<file path="src/rtl/gnrc_codec_pkg.sv">
`default_nettype none
// ----------------------------------------------------------------------------
// gnrc_codec_pkg: shared mode encoding and payload-width helper for codec blocks.
// Rev 1.0
// ----------------------------------------------------------------------------
package gnrc_codec_pkg;

    typedef enum logic {
        LZC_LEAD  = 1'b0,
        LZC_TRAIL = 1'b1
    } lzc_mode_e;

    // Post-shift payload is packed as {empty, cnt, norm}.
    function automatic int lzc_post_w(input int width);
        return 1 + $clog2(width) + width;
    endfunction

endpackage
`default_nettype wire

</file>
<file path="src/rtl/gnrc_pipe_stage.sv">
`default_nettype none
// ----------------------------------------------------------------------------
// gnrc_pipe_stage: single-entry valid/ready register slice, loads when empty or draining.
// Rev 1.0
// ----------------------------------------------------------------------------
module gnrc_pipe_stage #(
    parameter int DATA_W = 8
) (
    input  logic              clk_i,
    input  logic              rst_ni,
    input  logic              valid_i,
    output logic              ready_o,
    input  logic [DATA_W-1:0] data_i,
    output logic              valid_o,
    input  logic              ready_i,
    output logic [DATA_W-1:0] data_o
);

    logic              valid_q;
    logic [DATA_W-1:0] data_q;

    assign ready_o = !valid_q || ready_i;
    assign valid_o = valid_q;
    assign data_o  = data_q;

    always_ff @(posedge clk_i) begin
        if (!rst_ni) begin
            valid_q <= 1'b0;
            data_q  <= '0;
        end else begin
            if (ready_o) begin
                valid_q <= valid_i;
            end
            if (valid_i && ready_o) begin
                data_q <= data_i;
            end
        end
    end

endmodule
`default_nettype wire

</file>
<file path="src/rtl/gnrc_lzc_norm_pipe.sv">
`default_nettype none
// ----------------------------------------------------------------------------
// gnrc_lzc_norm_pipe: pipelined leading/trailing-zero counter with normalising shift.
// GNRC_LZC_NORM_PERF_EN adds output-transfer counters. Rev 1.0
// ----------------------------------------------------------------------------
module gnrc_lzc_norm_pipe
    import gnrc_codec_pkg::*;
#(
    parameter int  WIDTH  = 16,
    parameter int  STAGES = 2,
    localparam int CNT_W  = $clog2(WIDTH)
) (
    input  logic             clk_i,
    input  logic             rst_ni,
    input  logic             valid_i,
    output logic             ready_o,
    input  logic [WIDTH-1:0] in_i,
    input  logic             mode_i,
    output logic             valid_o,
    input  logic             ready_i,
    output logic [CNT_W-1:0] cnt_o,
    output logic [WIDTH-1:0] norm_o,
    output logic             empty_o
`ifdef GNRC_LZC_NORM_PERF_EN
    ,
    output logic [31:0]      perf_xfer_o,
    output logic [31:0]      perf_empty_o
`endif
);

    localparam int PW = lzc_post_w(WIDTH);

    logic [CNT_W-1:0] cnt_c;
    logic             empty_c;
    logic [PW-1:0]    out_data;

    function automatic logic [WIDTH-1:0] norm_shift(input logic [WIDTH-1:0] d,
                                                    input logic m,
                                                    input logic [CNT_W-1:0] c);
        return (lzc_mode_e'(m) == LZC_TRAIL) ? (d >> c) : (d << c);
    endfunction

    // Scan order makes the last hit the relevant set bit, so no found flag is needed.
    always_comb begin
        cnt_c   = '0;
        empty_c = ~|in_i;
        if (lzc_mode_e'(mode_i) == LZC_TRAIL) begin
            for (int i = WIDTH - 1; i >= 0; i--) begin
                if (in_i[i]) cnt_c = CNT_W'(i);
            end
        end else begin
            for (int i = 0; i < WIDTH; i++) begin
                if (in_i[i]) cnt_c = CNT_W'(WIDTH - 1 - i);
            end
        end
    end

    generate
        if (STAGES == 1) begin : g_single
            gnrc_pipe_stage #(.DATA_W(PW)) u_stage0 (
                .clk_i   (clk_i),
                .rst_ni  (rst_ni),
                .valid_i (valid_i),
                .ready_o (ready_o),
                .data_i  ({empty_c, cnt_c, norm_shift(in_i, mode_i, cnt_c)}),
                .valid_o (valid_o),
                .ready_i (ready_i),
                .data_o  (out_data)
            );
        end else begin : g_multi
            logic [PW:0]   s0_q;
            logic          s0_valid;
            logic [PW-1:0] cd [1:STAGES];
            logic [STAGES:1] cv;
            logic [STAGES:1] cr;

            // Stage 0 holds {mode, empty, cnt, raw operand}; the shift follows it.
            gnrc_pipe_stage #(.DATA_W(PW + 1)) u_stage0 (
                .clk_i   (clk_i),
                .rst_ni  (rst_ni),
                .valid_i (valid_i),
                .ready_o (ready_o),
                .data_i  ({mode_i, empty_c, cnt_c, in_i}),
                .valid_o (s0_valid),
                .ready_i (cr[1]),
                .data_o  (s0_q)
            );

            assign cv[1]      = s0_valid;
            assign cd[1]      = {s0_q[PW-1:WIDTH],
                                 norm_shift(s0_q[WIDTH-1:0], s0_q[PW], s0_q[WIDTH +: CNT_W])};
            assign cr[STAGES] = ready_i;
            assign valid_o    = cv[STAGES];
            assign out_data   = cd[STAGES];

            for (genvar k = 1; k < STAGES; k++) begin : g_stage
                gnrc_pipe_stage #(.DATA_W(PW)) u_stage (
                    .clk_i   (clk_i),
                    .rst_ni  (rst_ni),
                    .valid_i (cv[k]),
                    .ready_o (cr[k]),
                    .data_i  (cd[k]),
                    .valid_o (cv[k+1]),
                    .ready_i (cr[k+1]),
                    .data_o  (cd[k+1])
                );
            end
        end
    endgenerate

    assign {empty_o, cnt_o, norm_o} = out_data;

`ifdef GNRC_LZC_NORM_PERF_EN
    always_ff @(posedge clk_i) begin
        if (!rst_ni) begin
            perf_xfer_o  <= '0;
            perf_empty_o <= '0;
        end else if (valid_o && ready_i) begin
            perf_xfer_o <= perf_xfer_o + 32'd1;
            if (empty_o) begin
                perf_empty_o <= perf_empty_o + 32'd1;
            end
        end
    end
`endif

endmodule
`default_nettype wire

</file>
<file path="config.mk">
export PLATFORM = sky130hd
export DESIGN_NAME = gnrc_lzc_norm_pipe
export DESIGN_NICKNAME = d
export VERILOG_FILES = /design/src/rtl/gnrc_codec_pkg.sv /design/src/rtl/gnrc_pipe_stage.sv /design/src/rtl/gnrc_lzc_norm_pipe.sv
export SDC_FILE = /design/constraint.sdc
export NUM_CORES = 1
export LEC_CHECK = 0
export ABC_AREA = 1
export CAP_MARGIN = 20
export CORE_MARGIN = 5
export CORE_UTILIZATION = 36
export CTS_CLUSTER_DIAMETER = 150
export DETAILED_ROUTE_END_ITERATION = 8
export HOLD_SLACK_MARGIN = 0.06
export SLEW_MARGIN = 20
export SYNTH_ARGS = -nofsm -noshare
export SYNTH_HDL_FRONTEND = slang
export SYNTH_SLANG_ARGS = --single-unit
export TNS_END_PERCENT = 1
</file>
<file path="constraint.sdc">
create_clock -name clk_i -period 1.5 [get_ports clk_i]
set_input_delay 0.3 -clock clk_i [delete_from_list [all_inputs] [get_ports clk_i]]
set_output_delay 0.3 -clock clk_i [all_outputs]
set_load 0.01 [all_outputs]
</file>
Word-level counts from Yosys, hierarchy flattened
Cells that the tools add are included.
Widths: inputs -> output; s select.
{ "word_totals": {"register_bits": 45, "romBits": 0, "inputBits": 21, "latch_bits": 0, "out_inout_bits": 23, "word_cells": 48, "ramBits": 0, "memories": 0} }
{ "op_classes": {"mul": 0, "bitwise_logic": 0, "div_mod_pow": 0, "n_eq_ne": 0, "order_cmp": 0, "n_mux": 34, "shift": 2, "add_sub_neg": 0, "reduce_logical": 8} }
{ "op_table": {"columns": ["operator", "n"], "rows": [
  ["$mux 4", 33],
  ["$mux 16", 1],
  ["$reduce_or 16->1", 1],
  ["$shl 16x4->16", 1],
  ["$shr 16x4->16", 1],
  ["$logic_not 1->1", 3],
  ["$logic_and 1x1->1", 2],
  ["$logic_or 1x1->1", 2]
]} }

Logic depth before layout (Yosys ltp)
Gate-level depths: netlist of the first run.
{ "logic_depth": {"ltp_word": 17, "mapped_depth": 17, "mapped_depth_nobuf": 17} }

Cells and area by module
Synthesis of the first run repeated with hierarchy kept, for this count alone.
{ "hier_totals": {"hier_cells": 618, "area_unflattened_um2": 3733.6} }
{ "modules_own_cells": {"columns": ["module", "area_per_inst_um2", "n_inst", "cells_each"], "rows": [
  ["gnrc_lzc_norm_pipe", 1630.3, 1, 328],
  ["gnrc_pipe_stage at g_multi.u_stage0", 1071.0, 1, 148],
  ["gnrc_pipe_stage at g_multi.g_stage[1].u_stage", 1032.2, 1, 142]
]} }

Worst setup path before layout of the first run
Ideal clock, no wire load.
{ "synth_path": {"path_type": "flip-flop to flip-flop", "start": "register g_multi.u_stage0.data_q[16], in the netlist g_multi.u_stage0.data_o[16]", "end": "register g_multi.g_stage[1].u_stage.data_q[10]", "required_ns": 1.384, "path_slack_ns": 0.148, "t_arrival_ns": 1.236, "period_less_slack_ns": 1.352, "path_stages_with_launch": 10, "path_buffers": 2, "cell_sequence": "dfxtp_1 -> buf_6 -> buf_6 -> nand2_1 -> a21boi_1 -> o21ai_1 -> o21ai_0 -> nand4_1 -> o211ai_1 -> inv_1"} }
{ "synth_via": {"elab_chain_cells": 2, "word_cells_on_any_way": 3, "cone_classes": "shift (2); mux (1)"} }
{ "synth_lines": {"columns": ["item", "line", "source"], "rows": [
  ["start, declared", "gnrc_pipe_stage.sv:20", "logic [DATA_W-1:0] data_q;"],
  ["start signal, assigned", "gnrc_pipe_stage.sv:35", "data_q <= data_i;"],
  ["$shl 16x4->16 or $shr 16x4->16 (tied branches)", "gnrc_lzc_norm_pipe.sv:40", "return (lzc_mode_e'(m) == LZC_TRAIL) ? (d >> c) : (d << c);"],
  ["$mux 16 (*)", "gnrc_lzc_norm_pipe.sv:40", null],
  ["end signal, assigned", "gnrc_pipe_stage.sv:35", null],
  ["end, declared", "gnrc_pipe_stage.sv:20", null]
]} }
Mark *: on every way between the ends. The rest lies on a longest branch, timed or not.
A chain may end at the register's enable or synchronous reset.

Worst setup path after layout of the first run
{ "layout_path": {"start": "register g_multi.u_stage0.data_q[16], in the netlist g_multi.u_stage0.data_o[16]", "end": "register g_multi.g_stage[1].u_stage.data_q[6]"} }
Same word-level chain as after synthesis.

==> results of run 1 <==
==> synthesized netlist by cell type (all sizes together) <==
cell	n	share of area
nand2	134	0.16
dfxtp	45	0.28
o211ai	13	0.031
nand3	27	0.043
nor3	3	0.0047
o221ai	4	0.011
a21oi	51	0.080
mux2i	5	0.016
inv	55	0.067
and2	2	0.0039
a211oi	3	0.0071
o2111ai	1	0.0028
nand4	4	0.0079
o31ai	3	0.0071
a21boi	3	0.0083
clkbuf	12	0.014
buf	39	0.086
a22oi	2	0.0047
nor2	27	0.032
o21a	3	0.0071
a31oi	4	0.0079
o21ai	69	0.11
==> placed cells by master, fill, tap and decap left out, types with 3 or more instances in the layout <==
cell type,netlist,final
nand2_1,129,117
o31ai_1,3,3
nor2_2,0,8
mux2i_1,5,3
o211ai_1,13,13
o21a_1,3,3
nand3_2,0,3
dlymetal6s2s_1,0,26
a31oi_1,4,4
inv_1,54,52
o21ai_0,46,34
a21oi_1,51,49
buf_4,22,63
nand2_2,5,15
o21ai_2,4,19
nand4_1,4,4
o21ai_1,19,16
o221ai_1,4,4
dfxtp_1,45,44
nor2_1,27,17
nor3_1,3,3
clkdlybuf4s50_1,0,15
nand3_1,27,24
clkbuf_8,0,5
buf_12,0,5
==> power by group through the flow <==
stage	clock, mW	sequential, mW	combinational (mW)
CTS	0.921	1.34	1.06
global route	0.974	1.36	1.25
global placement	0	1.36	1.03
detailed placement	0	1.36	1.04
finish	0.899	1.34	1.13
floorplan	0	1.35	0.653
==> worst max-delay path: stages, from the launching register on <==
cell	delay (ps)
dfxtp_4	400
buf_4	170
nand2_1	80
o21a_1	160
nand2_1	70
o21ai_2	80
nand2_1	90
nand2_2	100
o21ai_1	60
o221ai_1	150
inv_1	50
==> through the flow <==
| step | total power, mW | setup WS (ps) |
|---|---|---|
| after global routing | 3.58 | -144 |
| after floorplan | 2.00 | 148 |
| after CTS | 3.32 | -90.0 |
| after global placement | 2.39 | -291 |
| final | 3.38 | -16.7 |
| after detailed placement | 2.40 | -302 |
==> state kept, by name, indices dropped and copies added, names as in the netlist <==
name,flops
g_multi.g_stage.u_stage.data_o,21
g_multi.g_stage.u_stage.valid_o,1
g_multi.u_stage0.data_o,22
g_multi.u_stage0.valid_o,1
==> kinds of logic (layout without fill, tap and decap cells) <==
logic type             Yosys count  count (layout)
and+or+nand+nor                197             197
AOI/OAI and AO/OA              156             156
buffers and inverters          106             176
DFF                             45              45
muxes                            5               5
==> worst max-delay path by stage <==
stage / to / slack (ps) / cells past startpoint
floorplan: g_multi.g_stage[1].u_stage.data_o[10] / 150 / 9
global placement: g_multi.u_stage0.data_o[19] / -290 / 8
detailed placement: g_multi.u_stage0.data_o[19] / -300 / 8
CTS: g_multi.g_stage[1].u_stage.data_o[5] / -90 / 10
global route: g_multi.g_stage[1].u_stage.data_o[0] / -140 / 9
finish: g_multi.g_stage[1].u_stage.data_o[6] / -20 / 10
==> metal layers <==
metal,up-vias,share of wire
li1,1817,-
met1,1655,0.45
met2,65,0.49
met3,12,0.035
met4,0,0.019
met5,-,0
==> cell type report <==
class                           instances  share of cell area
Multi-Input combinational cell        358               0.438
Timing Repair Buffer                  114               0.254
Clock buffer                            5              0.0156
Inverter                               55              0.0485
Sequential cell                        45               0.205
Tap cell                              108              0.0306
Clock inverter                          2             0.00795
==> what timing repair did <==
action	in CTS	in global routing
buffers inserted	0	2
setup endpoints to repair	17	41
pin swaps	0	15
gates cloned	0	1
gates resized for setup	16	89
==> metrics.md, run 1 <==
| Metric | Value |
|---|---|
| Initial antenna violation count | `0` |
| Post-synthesis simple-gate area fraction | `0.253` |
| Placed insts | `678` |
| Hold depth | `4` |
| Die W | `104 µm` |
| Clock Pin Slew Worst Setup and Hold Paths | `90 ps` |
| Clock Sinks | `45` |
| Cell Rows | `34` |
| Seq/Total Area, Yosys | `0.284` |
| Via density per instance | `5.17` |
| Peak VDD IR | `354 µV` |
| MaxCap Viol Count | `0` |
| Syn_area_per_cell | `6.24 µm²` |
| Design area | `4410 µm²` |
| GRT busiest layer | `met2` |
| Met2 Use GR | `0.296` |
| Met1 global-route usage | `0.209` |
| Kind of critical path | `reg -> reg` |
| PwrDens | `766 nW/µm²` |
| Clock latency on the worst-skew pair | `290 ps` |
| Distinct cells, synth | `31` |
| Adder-cell share of the synthesized area | `0` |
| RSZ-0062 raised after global routing | `true` |
| Fmax | `0.659 GHz` |
| Combinational power share | `0.336` |
| Post-synthesis mux area share | `0.0158` |
| Final hold slack | `409 ps` |
| CTS root buf | `clkbuf_8` |
| Crit. Startpoint | `g_multi.u_stage0.data_o[16]` |
| CTS tree | `yes` |
| N_diodes | `0` |
| Layout Cells excl Fill | `687` |
| Worst R2R Path Depth | `10` |
| Critical Path Fanout Max | `6` |
| Worst hold-check path type | `in -> reg` |
| Placed cell areas | `4020 µm²` |
| Critical R2R Capture | `g_multi.g_stage[1].u_stage.data_o[6]` |
| Compound-cell area share of the yosys netlist | `0.280` |
| TritonCTS Buffers | `5` |
| Net Sw Frac | `0.324` |
| Net load switching power | `1.09 mW` |
| Final setup fails | `4` |
| Mapped cell area | `3180 µm²` |
| Post-layout util | `0.508` |
| Largest family of logic cells by synthesized area | `compound AO/OA/AOI/OAI gates` |
| Area of the multi-input gates | `1930 µm²` |
| Reg2reg setup slack | `-20 ps` |
| Leak | `2.36 nW` |
| Die area | `10,800 µm²` |
| Power share of the clock group | `0.266` |
| Clock skew | `5.39 ps` |
| Status | `finished with violations` |
| Synth Instances | `509` |
| Hold_buf cts | `0` |
| First-pass GRT wire length | `15.5 mm` |
| Hold Path Sink | `g_multi.u_stage0.data_o[17]` |
| Via count | `3,549` |
| GRT met3 Usage | `0.0279` |
| Crit path arrival time | `1710 ps` |
| Yosys warning total | `0` |
| Measured slew at the worst slew-check pin | `340 ps` |
| Final hold viol count | `0` |
| Initial Utilization | `0.366` |
| Routed Antenna Nets | `0` |
| CP endpoint kind | `flop` |
| Total gr overflow | `0` |
| Pin count of the biggest net entering global routing | `35` |
| # fillers | `886` |
| Share of power burned in registers | `0.398` |
| Drt drc | `0` |
| Post-synthesis xor/xnor area fraction | `0` |
| HPWL Detailed | `7.11 mm` |
| Failing checks | `negative setup slack` |
| Reg2reg start | `g_multi.u_stage0.data_o[16]` |
| TNS Setup | `-49.7 ps` |
| Layout cells sized above 1 | `0.242` |
| Worst EP required | `1690 ps` |
| Slack of the critical path | `-16.7 ps` |
| Avg WL per Cell | `13.8 µm` |
| PortBufs | `43` |
| Min Clock Period, post-route | `1520 ps` |
| Routed WL | `9.51 mm` |
| Rel. slew slack | `0.774` |
| #FFs+latches synth | `45` |
| Number of DRC markers in iteration 0 | `229` |
| Nets | `600` |
| Final slew viol count | `0` |
| Synth-to-Final Area Change | `38.8%` |
| DRT Pass-1 Iters | `4` |
| GP Congestion | `0.875` |
| Post-Syn Nets | `530` |
| CP Launch Type | `flop` |
| Die span in y | `104 µm` |
| Vias in the first global route | `3,401` |
| I/O pins | `44` |
| Clock tree buffer depth | `2` |
| Tcrit/Tclk final | `1.01` |
| Core Footprint | `8680 µm²` |
| Reg area | `905 µm²` |
| H-tree depth | `2` |
| Hold Crit Start | `in_i[1]` |
| Total GRT Usage | `0.169` |
| Internal power | `2.28 mW` |
No activity file was read; power rests on OpenSTA's default activity.
==> run 2, diff against run 1 <==
==> constraint.sdc (replaced) <==
create_clock -name clk_i -period 1.25 [get_ports clk_i]
set_input_delay 0.25 -clock clk_i [delete_from_list [all_inputs] [get_ports clk_i]]
set_output_delay 0.25 -clock clk_i [all_outputs]
set_load 0.01 [all_outputs]
==> run 2 against run 1 <==
The run still ends with negative setup slack left. Global-route usage increased by 0.98 points. Routed wire length increased by 3.8%. Cell area increased by 1.7%. Clock power increased by 10%. Sequential power increased by 21%. Combinational power increased by 24%. Count of clock-buffer cells in the layout increased by 2. Core utilization increased by 0.85 points. Sequential share of layout area decreased by 0.28 points. Clock skew increased by 1.9 ps. First-iteration DRC count increased by 2.2%.
==> metrics.md, run 2 (same netlist as run 1, synthesis figures left out) <==
| Metric | Value |
|---|---|
| Status | `finished with violations` |
| Failing checks | `negative setup slack` |
| Worst-path cell chain | `inv_8 > buf_4 > o21a_1 > inv_1 > nand2_1 > o21ai_1 > o221ai_1 > nand2_1 > o21ai_1 > inv_1` |
| Critical Path Fanout Max | `13` |
| Crit-path slowest cell | `dfxtp_4` |
| Hold Crit Start | `ready_i` |
| Crit path max-delay family | `compound AO/OA/AOI/OAI gates` |
| Initial Utilization | `0.366` |
| Crit. Startpoint | `g_multi.u_stage0.data_o[16]` |
| Cell Rows | `34` |
| N_diodes | `0` |
| Pin count of the biggest net entering global routing | `35` |
| Final slew viol count | `0` |
| Clock Sinks | `45` |
| RSZ-0062 raised after global routing | `true` |
| Core Footprint | `8680 µm²` |
| Number of DRC markers in iteration 0 | `234` |
| Wire length on met2 | `5.04 mm` |
| Reg2reg setup slack | `-260 ps` |
| GP Congestion | `0.916` |
| Worst R2R Path Depth | `10` |
| Layout cells sized above 1 | `0.277` |
| Most common cell after layout, fill and taps aside | `nand2_1` |
| Nets | `619` |
| Worst hold-check path type | `in -> reg` |
| Rel. slew slack | `0.812` |
| CP Launch Type | `flop` |
| I/O pins | `44` |
| PwrDens | `894 nW/µm²` |
| Min Clock Period, post-route | `1510 ps` |
| Total gr overflow | `0` |
| Reg2reg start | `g_multi.u_stage0.data_o[16]` |
| Share of power burned in registers | `0.403` |
| First-pass GRT wire length | `16.5 mm` |
| Tcrit/Tclk final | `1.21` |
| CP endpoint kind | `flop` |
| Critical R2R Capture | `g_multi.g_stage[1].u_stage.data_o[14]` |
| Clock Pin Slew Worst Setup and Hold Paths | `90 ps` |
| Routed Antenna Nets | `0` |
| Hold Path Sink | `g_multi.g_stage[1].u_stage.valid_o` |
| Final hold slack | `271 ps` |
| CTS tree | `yes` |
| Clock tree buffer depth | `2` |
| Power share of the clock group | `0.247` |
| Combinational power share | `0.350` |
| Internal power | `2.68 mW` |
| Fmax | `0.663 GHz` |
| Vias in the first global route | `3,634` |
| Routed WL | `9.87 mm` |
| Crit path largest cell delay | `390 ps` |
| Total GRT Usage | `0.179` |
| Die W | `104 µm` |
| TritonCTS Buffers | `5` |
| Top sig layer | `met4` |
| Commonest non-fill, non-tap cells in the layout | `nand2_1, buf_4, inv_1` |
| Drt drc | `0` |
| HPWL Detailed | `7.50 mm` |
| MaxCap Viol Count | `0` |
| Net load switching power | `1.33 mW` |
| Kind of critical path | `reg -> reg` |
| Slack of the critical path | `-259 ps` |
| Layout Cells excl Fill | `707` |
| CTS root buf | `clkbuf_8` |
| H-tree depth | `2` |
| Leak | `2.21 nW` |
| Largest register FFs | `22` |
| Die area | `10,800 µm²` |
| PortBufs | `43` |
| Post-Route M1 WL | `4.22 mm` |
| Met3 WL | `343 µm` |
| Clock skew | `7.27 ps` |
| Avg WL per Cell | `14.0 µm` |
| Final setup fails | `19` |
| Peak VDD IR | `520 µV` |
| Buffers and inverters on the worst path | `4` |
| Net Sw Frac | `0.332` |
| Hold depth | `4` |
| Post-CTS setup buffer count | `0` |
| Initial antenna violation count | `0` |
| DRT Pass-1 Iters | `4` |
| Placed insts | `699` |
| Worst EP required | `1450 ps` |
| Final hold viol count | `0` |
| Synth-to-Final Area Change | `41.1%` |
| Via count | `3,710` |
| Measured slew at the worst slew-check pin | `280 ps` |
| Via density per instance | `5.25` |
| Clock latency on the worst-skew pair | `300 ps` |
| Die span in y | `104 µm` |
| Crit path arrival time | `1710 ps` |
## run 2: cell count changes in the layout (fill, tap and decap cells not counted), sizes merged
cell / change
dlygate4sd2: +26
clkdlybuf4s15: +3
buf: +21
clkbuf: +2
clkdlybuf4s50: -8
dlymetal6s2s: -23
bufinv: -1
## run 2: worst reg2reg max path, stage by stage, from the launching register on
cell      delay, ps
dfxtp_4         390
inv_8           120
buf_4           150
o21a_1          120
inv_1            60
nand2_1          50
o21ai_1          90
o221ai_1        180
nand2_1          80
o21ai_1         140
inv_1            50
## run 2: how the worst max path moves through the flow
stage / end / slack (ps) / cells past startpoint
detailed placement: g_multi.u_stage0.data_o[19] / -540 / 8
floorplan: g_multi.g_stage[1].u_stage.data_o[0] / -100 / 10
global route: g_multi.g_stage[1].u_stage.data_o[0] / -380 / 9
CTS: g_multi.g_stage[1].u_stage.data_o[2] / -230 / 9
global placement: g_multi.u_stage0.data_o[16] / -510 / 17
finish: g_multi.g_stage[1].u_stage.data_o[14] / -260 / 10
## run 2: cell type report
cell class                      count  area, µm²
Tap cell                          108        135
Clock buffer                        7       96.3
Inverter                           55        214
Sequential cell                    45        907
Timing Repair Buffer              133       1170
Fill cell                         904       4200
Multi-Input combinational cell    358       1950
Clock inverter                      1       5.00
## run 2: stage by stage
step	cell area (µm²)	setup TNS, ps	util	setup WS, ps	power [mW]
floorplan	3210	-1440	-	-95.3	2.42
global placement	4200	-15390	0.484	-506	2.95
detailed placement	4200	-16120	0.484	-544	2.97
CTS	4390	-3320	0.506	-230	3.99
global route	4480	-5470	0.517	-378	4.26
finish	4480	-3370	0.517	-259	4.01
## run 2: repair_timing
action / 4_1_cts / 5_1_grt
pin swaps: 9 / 9
gates cloned: 0 / 0
hold buffers: 0 / 0
setup endpoints to repair: 59 / 33
resized for setup: 86 / 37
## run 2: metal layers
layer  GRT usage  vias to the layer above
met3      0.0279                       28
li1            -                     1845
met5           0                        -
met1       0.213                     1733
met4      0.0749                        0
met2       0.316                      104
## run 2: power groups by stage
stage               Combinational (mW)  Sequential, mW  Clock [mW]
finish                            1.40            1.62       0.991
global route                      1.54            1.63        1.09
CTS                               1.35            1.61        1.03
detailed placement                1.32            1.64           0
global placement                  1.31            1.64           0
floorplan                        0.798            1.62           0
